## src/rtl/dtw_frame_writer_pkg.sv

```systemverilog
// Shared definitions for the DTW sample path: default bus widths and the
// frame writer state encoding.
package dtw_frame_writer_pkg;

    localparam int unsigned DTW_DATA_W  = 16;
    localparam int unsigned DTW_USEDW_W = 7;
    localparam int unsigned DTW_DROP_W  = 16;

    typedef enum logic [1:0] {
        ST_ARM  = 2'd0,
        ST_FILL = 2'd1,
        ST_HOLD = 2'd2
    } fw_state_e;

endpackage

```

## src/rtl/zc_detect.sv

```systemverilog
// Rising zero-crossing detector: remembers the sign of the last valid sample
// and flags a negative-to-nonnegative transition on the current one.
module zc_detect
    import dtw_frame_writer_pkg::*;
#(
    parameter int unsigned DATA_W = DTW_DATA_W
) (
    input  logic              clk_i,
    input  logic              rst_i,
    input  logic [DATA_W-1:0] in_data_i,
    input  logic              in_valid_i,
    output logic              rzc_c_o
);

    logic prev_neg_q;

    always_ff @(posedge clk_i or posedge rst_i) begin
        if (rst_i) begin
            prev_neg_q <= 1'b0;
        end else if (in_valid_i) begin
            prev_neg_q <= in_data_i[DATA_W-1];
        end
    end

    assign rzc_c_o = in_valid_i & prev_neg_q & ~in_data_i[DATA_W-1];

endmodule

```

## src/rtl/dtw_frame_writer.sv

```systemverilog
// Cuts the sample stream into rising-zero-crossing frames, writes each frame
// into the DTW FIFO and holds a frame-ready handshake for the controller.
module dtw_frame_writer
    import dtw_frame_writer_pkg::*;
#(
    parameter int unsigned DATA_W  = DTW_DATA_W,
    parameter int unsigned USEDW_W = DTW_USEDW_W,
    parameter int unsigned MAX_LEN = 64
) (
    input  logic                  clk,
    input  logic                  rst_geral,
    input  logic [DATA_W-1:0]     in_data,
    input  logic                  in_valid,
    input  logic                  fifo_full,
    input  logic [USEDW_W-1:0]    fifo_usedw,
    output logic [DATA_W-1:0]     fifo_data,
    output logic                  fifo_wrreq,
    output logic                  frame_done,
    input  logic                  frame_ack,
    output logic [USEDW_W-1:0]    frame_len,
    output logic                  frame_err,
    output logic                  overflow,
    output logic [DTW_DROP_W-1:0] drop_cnt
);

    localparam int unsigned        DROP_W    = DTW_DROP_W;
    localparam logic [USEDW_W-1:0] USEDW_MAX = '1;
    localparam logic [USEDW_W-1:0] MAX_LEN_C = USEDW_W'(MAX_LEN);
    localparam bit                 ONE_SHOT  = (MAX_LEN == 1);

    fw_state_e           state_q;
    logic [DATA_W-1:0]   fifo_data_q;
    logic                fifo_wrreq_q;
    logic                frame_done_q;
    logic [USEDW_W-1:0]  frame_len_q;
    logic                frame_err_q;
    logic                overflow_q;
    logic [DROP_W-1:0]   drop_cnt_q;
    logic [DROP_W-1:0]   drop_cnt_d;
    logic [USEDW_W-1:0]  cnt_q;
    logic [USEDW_W-1:0]  cnt_d;
    logic                rzc_c;
    logic                eff_full_c;

    zc_detect #(
        .DATA_W (DATA_W)
    ) u_zc_detect (
        .clk_i      (clk),
        .rst_i      (rst_geral),
        .in_data_i  (in_data),
        .in_valid_i (in_valid),
        .rzc_c_o    (rzc_c)
    );

    // A write still sitting in the output register counts against the FIFO.
    assign eff_full_c = fifo_full | (fifo_wrreq_q & (fifo_usedw == USEDW_MAX));
    assign cnt_d      = cnt_q + USEDW_W'(1);
    assign drop_cnt_d = (drop_cnt_q == '1) ? drop_cnt_q : drop_cnt_q + DROP_W'(1);

    always_ff @(posedge clk or posedge rst_geral) begin
        if (rst_geral) begin
            state_q      <= ST_ARM;
            fifo_data_q  <= '0;
            fifo_wrreq_q <= 1'b0;
            frame_done_q <= 1'b0;
            frame_len_q  <= '0;
            frame_err_q  <= 1'b0;
            overflow_q   <= 1'b0;
            drop_cnt_q   <= '0;
            cnt_q        <= '0;
        end else begin
            fifo_wrreq_q <= 1'b0;
            case (state_q)
                ST_ARM: begin
                    if (rzc_c) begin
                        fifo_wrreq_q <= 1'b1;
                        fifo_data_q  <= in_data;
                        cnt_q        <= USEDW_W'(1);
                        if (ONE_SHOT) begin
                            frame_len_q  <= MAX_LEN_C;
                            frame_err_q  <= 1'b1;
                            frame_done_q <= 1'b1;
                            state_q      <= ST_HOLD;
                        end else begin
                            state_q <= ST_FILL;
                        end
                    end
                end
                // Crossing beats full, full beats length limit.
                ST_FILL: begin
                    if (rzc_c) begin
                        frame_len_q  <= cnt_q;
                        frame_err_q  <= 1'b0;
                        frame_done_q <= 1'b1;
                        state_q      <= ST_HOLD;
                    end else if (in_valid) begin
                        if (eff_full_c) begin
                            overflow_q   <= 1'b1;
                            frame_len_q  <= cnt_q;
                            frame_err_q  <= 1'b1;
                            frame_done_q <= 1'b1;
                            state_q      <= ST_HOLD;
                        end else begin
                            fifo_wrreq_q <= 1'b1;
                            fifo_data_q  <= in_data;
                            cnt_q        <= cnt_d;
                            if (cnt_d == MAX_LEN_C) begin
                                frame_len_q  <= MAX_LEN_C;
                                frame_err_q  <= 1'b1;
                                frame_done_q <= 1'b1;
                                state_q      <= ST_HOLD;
                            end
                        end
                    end
                end
                ST_HOLD: begin
                    if (in_valid) begin
                        drop_cnt_q <= drop_cnt_d;
                    end
                    if (frame_ack) begin
                        frame_done_q <= 1'b0;
                        state_q      <= ST_ARM;
                    end
                end
                default: begin
                    state_q <= ST_ARM;
                end
            endcase
        end
    end

    assign fifo_data  = fifo_data_q;
    assign fifo_wrreq = fifo_wrreq_q;
    assign frame_done = frame_done_q;
    assign frame_len  = frame_len_q;
    assign frame_err  = frame_err_q;
    assign overflow   = overflow_q;
    assign drop_cnt   = drop_cnt_q;

endmodule

```

## config.mk

```make
export PLATFORM = sky130hd
export DESIGN_NAME = dtw_frame_writer
export DESIGN_NICKNAME = d
export VERILOG_FILES = /design/src/rtl/dtw_frame_writer_pkg.sv /design/src/rtl/zc_detect.sv /design/src/rtl/dtw_frame_writer.sv
export SDC_FILE = /design/constraint.sdc
export NUM_CORES = 1
export LEC_CHECK = 0
export ABC_AREA = 1
export BUFFER_PORTS_ARGS = -buffer_cell sky130_fd_sc_hd__buf_4
export CAP_MARGIN = 30
export CORE_MARGIN = 2
export CORE_UTILIZATION = 25
export DETAILED_ROUTE_END_ITERATION = 10
export HOLD_SLACK_MARGIN = 0.06
export PLACE_DENSITY = 0.45
export SYNTH_ARGS = -nofsm -noshare
export SYNTH_HDL_FRONTEND = slang
export SYNTH_SLANG_ARGS = --single-unit
```

## constraint.sdc

```tcl
create_clock -name clk -period 1.88 [get_ports clk]
set_input_delay 0.094 -clock clk [delete_from_list [all_inputs] [get_ports clk]]
set_output_delay 0.094 -clock clk [all_outputs]
set_load 0.05 [all_outputs]
```

==> run summary, run 1 <==
The placeable core region was 0.0104 mm^2; the flop and latch count out of synthesis was 53. For this run, the number of standard cells in the final layout without fillers is 568. The relative contribution of combinational cells to total power is 0.519.

The arrival time at the worst endpoint was 1920 ps; the initial cell density of the core was 0.259. The run gives 464 as the number of nets in the layout. The most common library cell in the layout ignoring fill and taps was nand2_1.

Setup violations remaining at the end of the flow were counted as 0. After the first detailed-routing iteration, the DRC count stood at 59. The mean cell area of the mapped netlist is 8.04 um^2, and the share of the core filled with cells is 0.359. The logs give 5 for the clock buffer count from CTS and 0 for the count of final max-slew check failures. The tools report the maximum vdd drop as 0.000798 V.

Counting cells, the worst reg-to-reg path comes to 7. The routing usage on met1 is 0.155, and the number of diodes is 0. In this run the register-to-register setup slack is 150 ps. For the sequential power share, the log shows 0.336. For the worst setup path, the data required time is 2070 ps.

The ratio of cells with drive above 1 in the final layout was 0.250; the total routed wirelength was 6700 um. The number of I/O port buffers was 70. TritonCTS built the clock tree. The run gives 0 as the total count of hold-check failures in the final report. The total power density per cell area came out at 1430 mW/mm^2.

The placed standard-cell area is 0.00343 mm^2. The tools report the worst slew slack as a fraction of its limit as 0.741. The met3 usage in global routing was 0.0218.

The synthesis-to-layout area growth is 38.7%, and the initial antenna violation count is 0. Of all nets on the critical path, the largest fanout is 7. Busiest metal layer after global routing: met2. At the later pin of the worst-skew pair, clock insertion delay measures 300 ps. The total clock sinks is 53, and the final instance area is 0.00374 mm^2. Per-cell via count in the routed design: 4.25. Once detail routing completed, the nets flagged for antenna violations numbered 0.

In this run, placement finished with an instance count of 542. The total nets after synthesis is 368. Timing would allow up to 0.578 GHz. The run finished with clean final reports.

Top-area cell type share of the netlist area: 0.492. The internal power of the cells totals 2.76 mW. The total overflow left after global routing is 0.

The floorplan step defined a die boundary enclosing 0.0116 mm^2. The clock root buffer master was clkbuf_8. Switching power: 2.57 mW.

The cell area that synthesis handed to floorplanning was 0.00269 mm^2. Overall track demand over capacity in global routing: 0.121. In this run the horizontal extent of the chip is 108 um.

The unique cell type count in the Yosys netlist is 32, and the share of the clock period used by the worst path is 0.920. The wire length per cell is 11.8 um, and the number of warnings printed during yosys synthesis is 0. Of all cell types, the one taking the most synthesized area is dfrtp_1. The endpoint of the worst register-to-register path is drop_cnt[2]$_DFFE_PP0P_.

The run gives 1092 as the number of fill cells in the layout. The number of global-route vias before repair came out at 2384. In this run the core area contains 37 standard-cell rows.

The met2 global-route usage came out at 0.206. Max-cap violations in this run came to 0. The die is 108 um tall. The portion of the post-synthesis area used by sequential elements was 0.492; the DRC violation count after routing was 0. The post-route minimum period was 1730 ps.

The worst setup path is captured at a flop. Worst hold path class: in -> reg. The start point of the critical path was drop_cnt[10]$_DFFE_PP0P_. For the number of placed I/O pins, the log shows 71. The kind of start point of the critical path is a flop. For the pin with the worst max-slew slack, the measured transition is 385 ps. The critical path ends at drop_cnt[2]$_DFFE_PP0P_.

Detailed routing inserted a total of 2413 vias. The tools report the estimated wirelength of the detail-placed design as 4830 um. Yosys attributes the largest share of cell area to dfrtp_1, nand2_1, inv_1. The tools report the CTS H-tree depth as 2. Switching share of power: 0.482.

Between clock sinks in the finished design, the worst skew comes to 5.59 ps. In the layout the commonest cells are nand2_1, buf_4, dfrtp_1. After technology mapping, the gate count stands at 335. Clock-pin slew was measured on the worst setup and hold paths at 100 ps.

Type of the setup path with the least slack: reg -> reg. The leakage power summed over all cells was 1.91 nW. Largest net degree at the start of global routing: 54. The tools report the clock network power share as 0.144. The tightest hold path in the finished design has a slack of 120 ps. The final weighted congestion of routability-driven global placement came out at 0.828. The source of the worst register-to-register timing path is drop_cnt[10]$_DFFE_PP0P_. The first global-routing pass estimated 11200 um of wire. The clock passes through at most 2 buffers.

The first-pass iteration count of the detailed router is 5.
==> power groups by stage <==
| stage | Sequential [mW] | Combinational (mW) | Clock, mW |
|---|---|---|---|
| 2_1_floorplan | 2.79 | 0.943 | 0 |
| 3_3_place_gp | 1.81 | 2.74 | 0 |
| 3_5_place_dp | 1.81 | 2.77 | 0 |
| 4_1_cts | 1.80 | 2.79 | 0.824 |
| 5_1_grt | 1.85 | 3.03 | 0.866 |
| 6_report | 1.80 | 2.77 | 0.770 |
==> registers in the layout, summed over array words and instances (netlist names), 2 cells and up <==
register and flops:
fifo_data 16, drop_cnt 16, state_q 2, cnt_q 7, frame_len 7
==> worst max-delay path: stages, from the launching register on <==
cell     delay (ps)
dfrtp_1         420
inv_1           100
nor3_1          320
nand4_1         180
nand2_2         200
buf_4           190
nor2_1           50
xor2_1          140
==> cell type report <==
type | count | area [um^2] | share of cell area
Clock buffer | 6 | 72.6 | 0.0194
Clock inverter | 2 | 35.0 | 0.00938
Inverter | 50 | 190 | 0.0509
Multi-Input combinational cell | 223 | 1130 | 0.303
Sequential cell | 53 | 1330 | 0.357
Tap cell | 136 | 170 | 0.0455
Timing Repair Buffer | 98 | 803 | 0.215
==> layer usage <==
layer  share of wire  up-vias
met5               0        -
met3           0.037       11
li1                -     1248
met2            0.48       57
met4           0.017        0
met1            0.47     1097
==> kinds of logic (layout without fill, tap and decap cells) <==
kind of cell,after synthesis,in the layout,synth area share
adder cells (fa/ha/maj),5,5,0.0232
buffers and inverters,59,156,0.0929
flip-flops,53,53,0.492
AND/OR/NAND/NOR,167,167,0.265
AO/OA/AOI/OAI,38,38,0.0845
XOR/XNOR,13,13,0.0423
==> worst min-delay path by stage <==
stage | start | endpoint | slack [ps] | cells after the start
2_1_floorplan | in_data[13] | fifo_data[13]$_DFFE_PP0P_ | 230 | 2
3_3_place_gp | rst_geral | fifo_data[7]$_DFFE_PP0P_ | 190 | 3
3_5_place_dp | rst_geral | drop_cnt[12]$_DFFE_PP0P_ | 180 | 3
4_1_cts | in_valid | u_zc_detect.prev_neg_q$_DFFE_PP0P_ | 110 | 4
5_1_grt | in_valid | u_zc_detect.prev_neg_q$_DFFE_PP0P_ | 130 | 4
6_report | in_valid | u_zc_detect.prev_neg_q$_DFFE_PP0P_ | 120 | 4
==> metrics by stage <==
| step | setup TNS [ps] | power (mW) | setup WS, ps |
|---|---|---|---|
| final | 0 | 5.34 | 151 |
| after global placement | 0 | 4.54 | 83.9 |
| after CTS | 0 | 5.41 | 70.1 |
| after floorplan | 0 | 3.73 | 24.7 |
| after detailed placement | 0 | 4.58 | 106 |
| after global routing | -0.679 | 5.75 | -0.679 |
==> synthesized netlist by cell type, drive strengths merged <==
library cell / instances
inv: 50
xnor2: 4
o21ai: 30
ha: 5
dfrtp: 53
nor3: 9
nand3: 17
nor4: 1
xor2: 9
a21oi: 2
nand2: 106
o22ai: 1
o211ai: 1
nand4: 13
nor2: 20
o21bai: 2
nand3b: 1
o32ai: 1
buf: 7
a31oi: 1
clkbuf: 2
==> repair_timing <==
item                       CTS  global route
setup buffers                0             1
resized for setup            0             8
hold buffers                17             0
setup endpoints to repair    0            26
hold endpoints to repair    70             0
Note: power is estimated with default switching activity, not from simulation.
==> inputs of run 2 (changes only) <==
--- a/config.mk
+++ b/config.mk
@@ -12,7 +12,6 @@
 export CORE_UTILIZATION = 25
 export DETAILED_ROUTE_END_ITERATION = 10
 export HOLD_SLACK_MARGIN = 0.06
-export PLACE_DENSITY = 0.45
 export SYNTH_ARGS = -nofsm -noshare
 export SYNTH_HDL_FRONTEND = slang
 export SYNTH_SLANG_ARGS = --single-unit
==> run 2 against run 1 <==
Critical endpoint is now drop_cnt[10]$_DFFE_PP0P_. Critical path depth rose by 2. Non-clock buffer count did not move. Hold slack got worse by 27 ps. Final cell count did not move. First-iteration DRC count rose by 15%. Sequential power barely moved. Via count rose by 2.4%. Maximum frequency rose by 3.2%. Combinational power rose by 2%. Largest power group unchanged. Critical path type unchanged. Largest cell class unchanged.
==> run summary, run 2 (same netlist as run 1, synthesis figures left out) <==
The run finished with clean final reports. The tools report the number of fill cells in the layout as 1053 (-3.6%). The library cell used most frequently in the layout, excluding fill and tap cells, is nand2_1.

The run gives 0 (unchanged) as the number of max-capacitance violations reported. The startpoint identified for the worst register-to-register timing path is drop_cnt[0]$_DFFE_PP0P_. The placed cell count is 543 (+0.18%), and the wire length per cell is 11.6 um (-2.1%). The wire length of the first global-routing pass is 11200 um (-0.25%), and the ratio of cells with drive above 1 in the final layout is 0.250 (unchanged). The worst-case register-to-register setup slack was 200 ps (+50 ps); the number of buffers on the longest clock path was 2 (unchanged).

For the number of diodes, the log shows 0 (unchanged). The hold slack was 93.8 ps (-26.6 ps). Setup repair after global routing left no endpoint under its margin. The upper clock frequency limit was 0.597 GHz (+3.2%); the first-pass iteration count of the detailed router was 4 (-1). For the number of nets in the layout, the log shows 464 (unchanged). For the clock buffer count from CTS, the log shows 5 (unchanged). The library cells used most frequently in the layout, excluding fill and tap cells, are nand2_1, buf_4, dfrtp_1. The total routed wirelength is 6560 um (-2.1%). The critical path starts at drop_cnt[0]$_DFFE_PP0P_. The number of I/O port buffers is 70 (unchanged). The highest net fanout along the worst path was 15 (+8); the critical path required time was 2080 ps (about the same). Overall power of the completed layout: 5.53 mW (+3.6%). The tools report the number of non-filler instances in the completed layout as 568 (unchanged).

The total setup buffers inserted after CTS was 0 (unchanged). Setup TNS after final layout: 0 ps (unchanged). The worst slew slack as a fraction of its limit was 0.613 (-0.128). The maximum vdd drop is 0.000749 V (-6.2%), and the count of final max-slew check failures is 0 (unchanged). The tools report the total count of hold-check failures in the final report as 0 (unchanged). The remaining antenna violation count is 0 (unchanged). The endpoint of the worst register-to-register path is drop_cnt[10]$_DFFE_PP0P_. The area of the die is 0.0116 mm^2 (unchanged).

Path depth of the worst reg2reg path: 9 (+2). The vias after detailed routing came out at 2471 (+2.4%). In this run the worst setup path terminates at drop_cnt[10]$_DFFE_PP0P_. The number of core rows is 37 (unchanged), and the number of placed I/O pins is 71 (unchanged). The DRC violation count after routing is 0 (unchanged). The die width came out at 108 um (unchanged). The tools report the initial antenna violation count as 0 (unchanged).

The y dimension of the die is 108 um (unchanged). The worst setup path is of the reg -> reg kind. Clock root buffer master: clkbuf_8. Register clock-pin slew on the reported worst setup and hold paths: 100 ps (about the same).

The insertion delay to the later sink of the worst-skew pair was 300 ps (about the same); the total clock sinks was 53 (unchanged). The run gives 4800 um (-0.58%) as the estimated wirelength of the detail-placed design. The initial cell density of the core was 0.259 (unchanged). The total power density per cell area is 1470 mW/mm^2 (+3.0%), and the area of all sequential standard cells is 0.00133 mm^2 (about the same).

The kind of start point of the critical path was a flop. From synthesis to final layout, the design area changed by 39.5%. The logs give 0.825 (-0.40%) for the final weighted congestion of routability-driven global placement and 0.00113 mm^2 (unchanged) for the footprint of the multi-input gates. The logs give 2480 (+4.0%) for the number of global-route vias before repair and 33 (-39%) for the largest net degree at the start of global routing. For the overall track demand over capacity in global routing, the log shows 0.118 (-0.00259).

The run gives 1.93 nW (+0.75%) as the leakage power summed over all cells. Placeable core region: 0.0104 mm^2 (unchanged). The run gives 0 (unchanged) as the total of endpoints with negative setup slack in the final report. The path class of the tightest hold or removal check is in -> reg.

STA classifies the critical path endpoint as a flop. The remaining global-route overflow was 0 (unchanged); the slew at the pin with the worst max-slew slack was 580 ps (+195 ps). The per-cell via count in the routed design is 4.35 (+2.4%), and the arrival time at the worst endpoint is 1880 ps (-40 ps). TritonCTS built the clock tree. The CTS H-tree depth is 2 (unchanged), and the post-route minimum period is 1680 ps (-53.8 ps).

The share of the clock period used by the worst path came out at 0.891 (-0.0286). The tools report the count of routing violations after the opening detailed-route iteration as 68 (+15%). For the maximum clock skew at final layout, the log shows 7.57 ps (+1.98 ps).
run 2: how the worst min path moves through the flow:
| stage | to | depth (start not counted) | slack [ps] | from |
|---|---|---|---|---|
| after floorplan | fifo_data[13]$_DFFE_PP0P_ | 2 | 230 | in_data[13] |
| after global placement | drop_cnt[11]$_DFFE_PP0P_ | 2 | 200 | rst_geral |
| after detailed placement | drop_cnt[11]$_DFFE_PP0P_ | 2 | 200 | rst_geral |
| after CTS | fifo_wrreq$_DFF_PP0_ | 4 | 80 | fifo_full |
| after global routing | fifo_wrreq$_DFF_PP0_ | 4 | 80 | fifo_full |
| final | fifo_wrreq$_DFF_PP0_ | 4 | 90 | fifo_full |
run 2: worst max-delay path, cell delays in order (launching register included):
cell and delay, ps:
dfrtp_2 470, ha_1 220, inv_1 100, nor3_2 60, nand4_1 110, nand2_2 130
inv_2 250, nand3_1 110, nand2_1 70, nand2_1 50
run 2: where the power goes:
group / switching [mW] / internal, mW / total [mW]
sequential: 0.290 / 1.50 / 1.79
combinational: 1.93 / 0.891 / 2.82
clock: 0.392 / 0.529 / 0.922
run 2: final cells by class:
type,instances,area share
clock inverter,3,0.0173
clock buffer,5,0.0183
sequential,53,0.354
tap,136,0.0453
multi-input combinational,223,0.301
inverter,50,0.0499
timing repair buffer,98,0.214
run 2: per-stage QoR:
step	area (um^2)	worst slack, ps	util
4_1_cts	3740	103	0.359
5_1_grt	3760	42.6	0.361
3_3_place_gp	3440	192	0.330
3_5_place_dp	3440	124	0.330
2_1_floorplan	2700	24.7	-
6_report	3760	205	0.361
run 2: repair_timing:
action                                  CTS  global route
hold buffers                             17             0
endpoints found under the setup margin    0            14
endpoints found under the hold margin    40             0
gates resized for setup                   0             5
run 2: routing by layer:
layer / GRT usage / share of wire / up-vias
li1: - / - / 1252
met2: 0.201 / 0.47 / 59
met5: 0 / 0 / -
met3: 0.0212 / 0.035 / 2
met4: 0.0330 / 0.0079 / 0
met1: 0.154 / 0.49 / 1158
==> inputs of run 3 (changes only) <==
--- a/config.mk
+++ b/config.mk
@@ -12,6 +12,7 @@
 export CORE_UTILIZATION = 25
 export DETAILED_ROUTE_END_ITERATION = 10
 export HOLD_SLACK_MARGIN = 0.06
+export REMOVE_ABC_BUFFERS = 1
 export SYNTH_ARGS = -nofsm -noshare
 export SYNTH_HDL_FRONTEND = slang
 export SYNTH_SLANG_ARGS = --single-unit
==> run 3 against run 2 <==
Die area is the same. Routed wire length shrank 1.4%. Non-clock buffer count shrank 3. Sequential share of layout area grew 0.63 points. Register-to-register slack is essentially flat. Power shrank 5.8%. First-iteration DRC count grew 35%. Hold slack lost 7.2 ps. Flip-flop and latch count is the same. Largest power group unchanged.
==> run summary, run 3 (same netlist as run 1, synthesis figures left out) <==
The flow ran to the end, and the final reports show no timing, DRC or antenna violations. The count of routing violations after the opening detailed-route iteration came out at 92 (+35%). The placeable core region is 0.0104 mm^2 (unchanged), and the estimated wirelength of the detail-placed design is 4610 um (-4.0%). The post-route minimum period works out to 1670 ps (-1.95 ps). Leaving out fill and tap cells, the most frequent cells in the layout are nand2_1, buf_4, dfrtp_1. The total power density per cell area was 1410 mW/mm^2 (-3.9%); the number of global-route vias before repair was 2316 (-6.6%). The share of the core filled with cells was 0.354 (-0.00733); the insertion delay to the later sink of the worst-skew pair was 300 ps (about the same). The tools report the leakage power summed over all cells as 1.89 nW (-1.7%).

The run gives 2070 ps (about the same) as the critical path required time. Total of endpoints with negative setup slack in the final report: 0 (unchanged). For the total routed wirelength, the log shows 6470 um (-1.4%). The highest net fanout along the worst path is 8 (-7), and the number of nets in the layout is 461 (-0.65%). The final weighted congestion of routability-driven global placement is 0.868 (+5.3%), and the path depth of the worst reg2reg path is 10 (+1).

The register clock-pin slew on the reported worst setup and hold paths is 100 ps (about the same), and the maximum vdd drop is 0.000570 V (-24%). The remaining global-route overflow came out at 0 (unchanged). The logs give 0 (unchanged) for the total count of hold-check failures in the final report and 0.720 (+0.107) for the worst slew slack as a fraction of its limit. Setup repair after global routing left no endpoint under its margin. The wire length per cell works out to 11.5 um (-0.70%). The clock root buffer master was clkbuf_8. Slew at the pin with the worst max-slew slack: 416 ps (-163 ps).

The endpoint type of the worst setup path is a flop. The number of placed I/O pins came out at 71 (unchanged). The upper clock frequency limit is 0.598 GHz (+0.12%). The total clock sinks came out at 53 (unchanged).

The number of non-filler instances in the completed layout came out at 564 (-0.70%). The per-cell via count in the routed design is 4.31 (-0.92%), and the number of I/O port buffers is 70 (unchanged). The uppermost layer routed is met4. Ratio of cells with drive above 1 in the final layout: 0.236 (-0.0140). The clock buffer count from CTS is 5 (unchanged), and the initial antenna violation count is 0 (unchanged). The logs give 4 (unchanged) for the first-pass iteration count of the detailed router and 3230 um (+4.7%) for the routed wire length on met2.

The logs give 54 (+64%) for the largest net degree at the start of global routing and 541 (-0.37%) for the placed cell count. The die width was 108 um (unchanged); the routed length on met3 was 251 um (+8.7%). TritonCTS built the clock tree. For the number of diodes, the log shows 0 (unchanged). Total setup buffers inserted after CTS: 0 (unchanged). The worst hold path belongs to the class in -> reg.

For the arrival time at the worst endpoint, the log shows 1870 ps (about the same). For the remaining antenna violation count, the log shows 0 (unchanged). Leaving out fill and tap cells, the most frequent cell in the layout is nand2_1.

The detailed-routing wirelength on met1 was 2940 um (-7.7%); the wire length of the first global-routing pass was 10700 um (-4.7%). The vias after detailed routing was 2431 (-1.6%); the share of the clock period used by the worst path was 0.890 (-0.00104). The tools report the overall track demand over capacity in global routing as 0.113 (-0.00529).

STA classifies the critical path startpoint as a flop. The logs give 2 (unchanged) for the number of buffers on the longest clock path and 0 (unchanged) for the count of final max-slew check failures. The logs give 0.259 (unchanged) for the initial cell density of the core and 2 (unchanged) for the CTS H-tree depth. The number of max-capacitance violations reported came out at 0 (unchanged). For the maximum clock skew at final layout, the log shows 4.76 ps (-2.81 ps).

The number of core rows is 37 (unchanged), and the cell count of the worst hold path is 3 (-1). Compared with the post-synthesis result, the final layout area differs by 36.7%. The area of the die came out at 0.0116 mm^2 (unchanged).

The type of the setup path with the least slack was reg -> reg. The DRC violation count after routing was 0 (unchanged); the y dimension of the die was 108 um (unchanged).
## run 3: final timing paths
kind | from | endpoint | slack (ps)
max | cnt_q[1]$_DFFE_PP0P_ | frame_len[3]$_DFFE_PP0P_ | 210
min | in_data[15] | u_zc_detect.prev_neg_q$_DFFE_PP0P_ | 90
max reg2reg | cnt_q[1]$_DFFE_PP0P_ | frame_len[3]$_DFFE_PP0P_ | 210
min reg2reg | frame_len[5]$_DFFE_PP0P_ | frame_len[5]$_DFFE_PP0P_ | 480
max in group asynchronous | rst_geral | cnt_q[0]$_DFFE_PP0P_ | 1200
min in group asynchronous | rst_geral | fifo_data[9]$_DFFE_PP0P_ | 420
## run 3: critical path, stage by stage, from the launching register on
cell and delay (ps):
dfrtp_1 450, ha_1 240, nand3_1 130, o21ai_1 140
nand2_1 80, nor2_1 80, nand2_1 80, nand2_2 120
nand3_4 120, nand2_1 80, nand2_1 50
## run 3: metrics by stage
step	worst slack [ps]	hold WS (ps)	power, mW	setup TNS (ps)	area, um^2
final	207	86.5	5.21	0	3680
after global placement	202	181	4.52	0	3420
after CTS	112	77.1	5.28	0	3670
after global routing	29.7	92.2	5.58	0	3680
after detailed placement	131	181	4.57	0	3420
after floorplan	-187	227	3.64	-5060	2630
## run 3: power by group
part / switching [mW] / total (mW) / internal, mW
clock network: 0.359 / 0.652 / 0.294
registers: 0.264 / 1.76 / 1.49
logic: 1.92 / 2.80 / 0.873
## run 3: what timing repair did
item                                    CTS  global route
gates resized for setup                   0             4
endpoints found under the hold margin    68             0
hold buffers                             16             0
endpoints found under the setup margin    0            11
## run 3: area by class of cell
class | count | area (um^2)
sequential | 53 | 1330
fill | 1075 | 6730
clock buffer | 7 | 86.3
tap | 136 | 170
inverter | 50 | 188
multi-input combinational | 223 | 1130
timing repair buffer | 95 | 778
## run 3: layer usage
metal / up-vias / GRT usage
met2: 46 / 0.198
met3: 4 / 0.0230
met5: - / 0
met1: 1139 / 0.146
li1: 1242 / -
met4: 0 / 0.0192
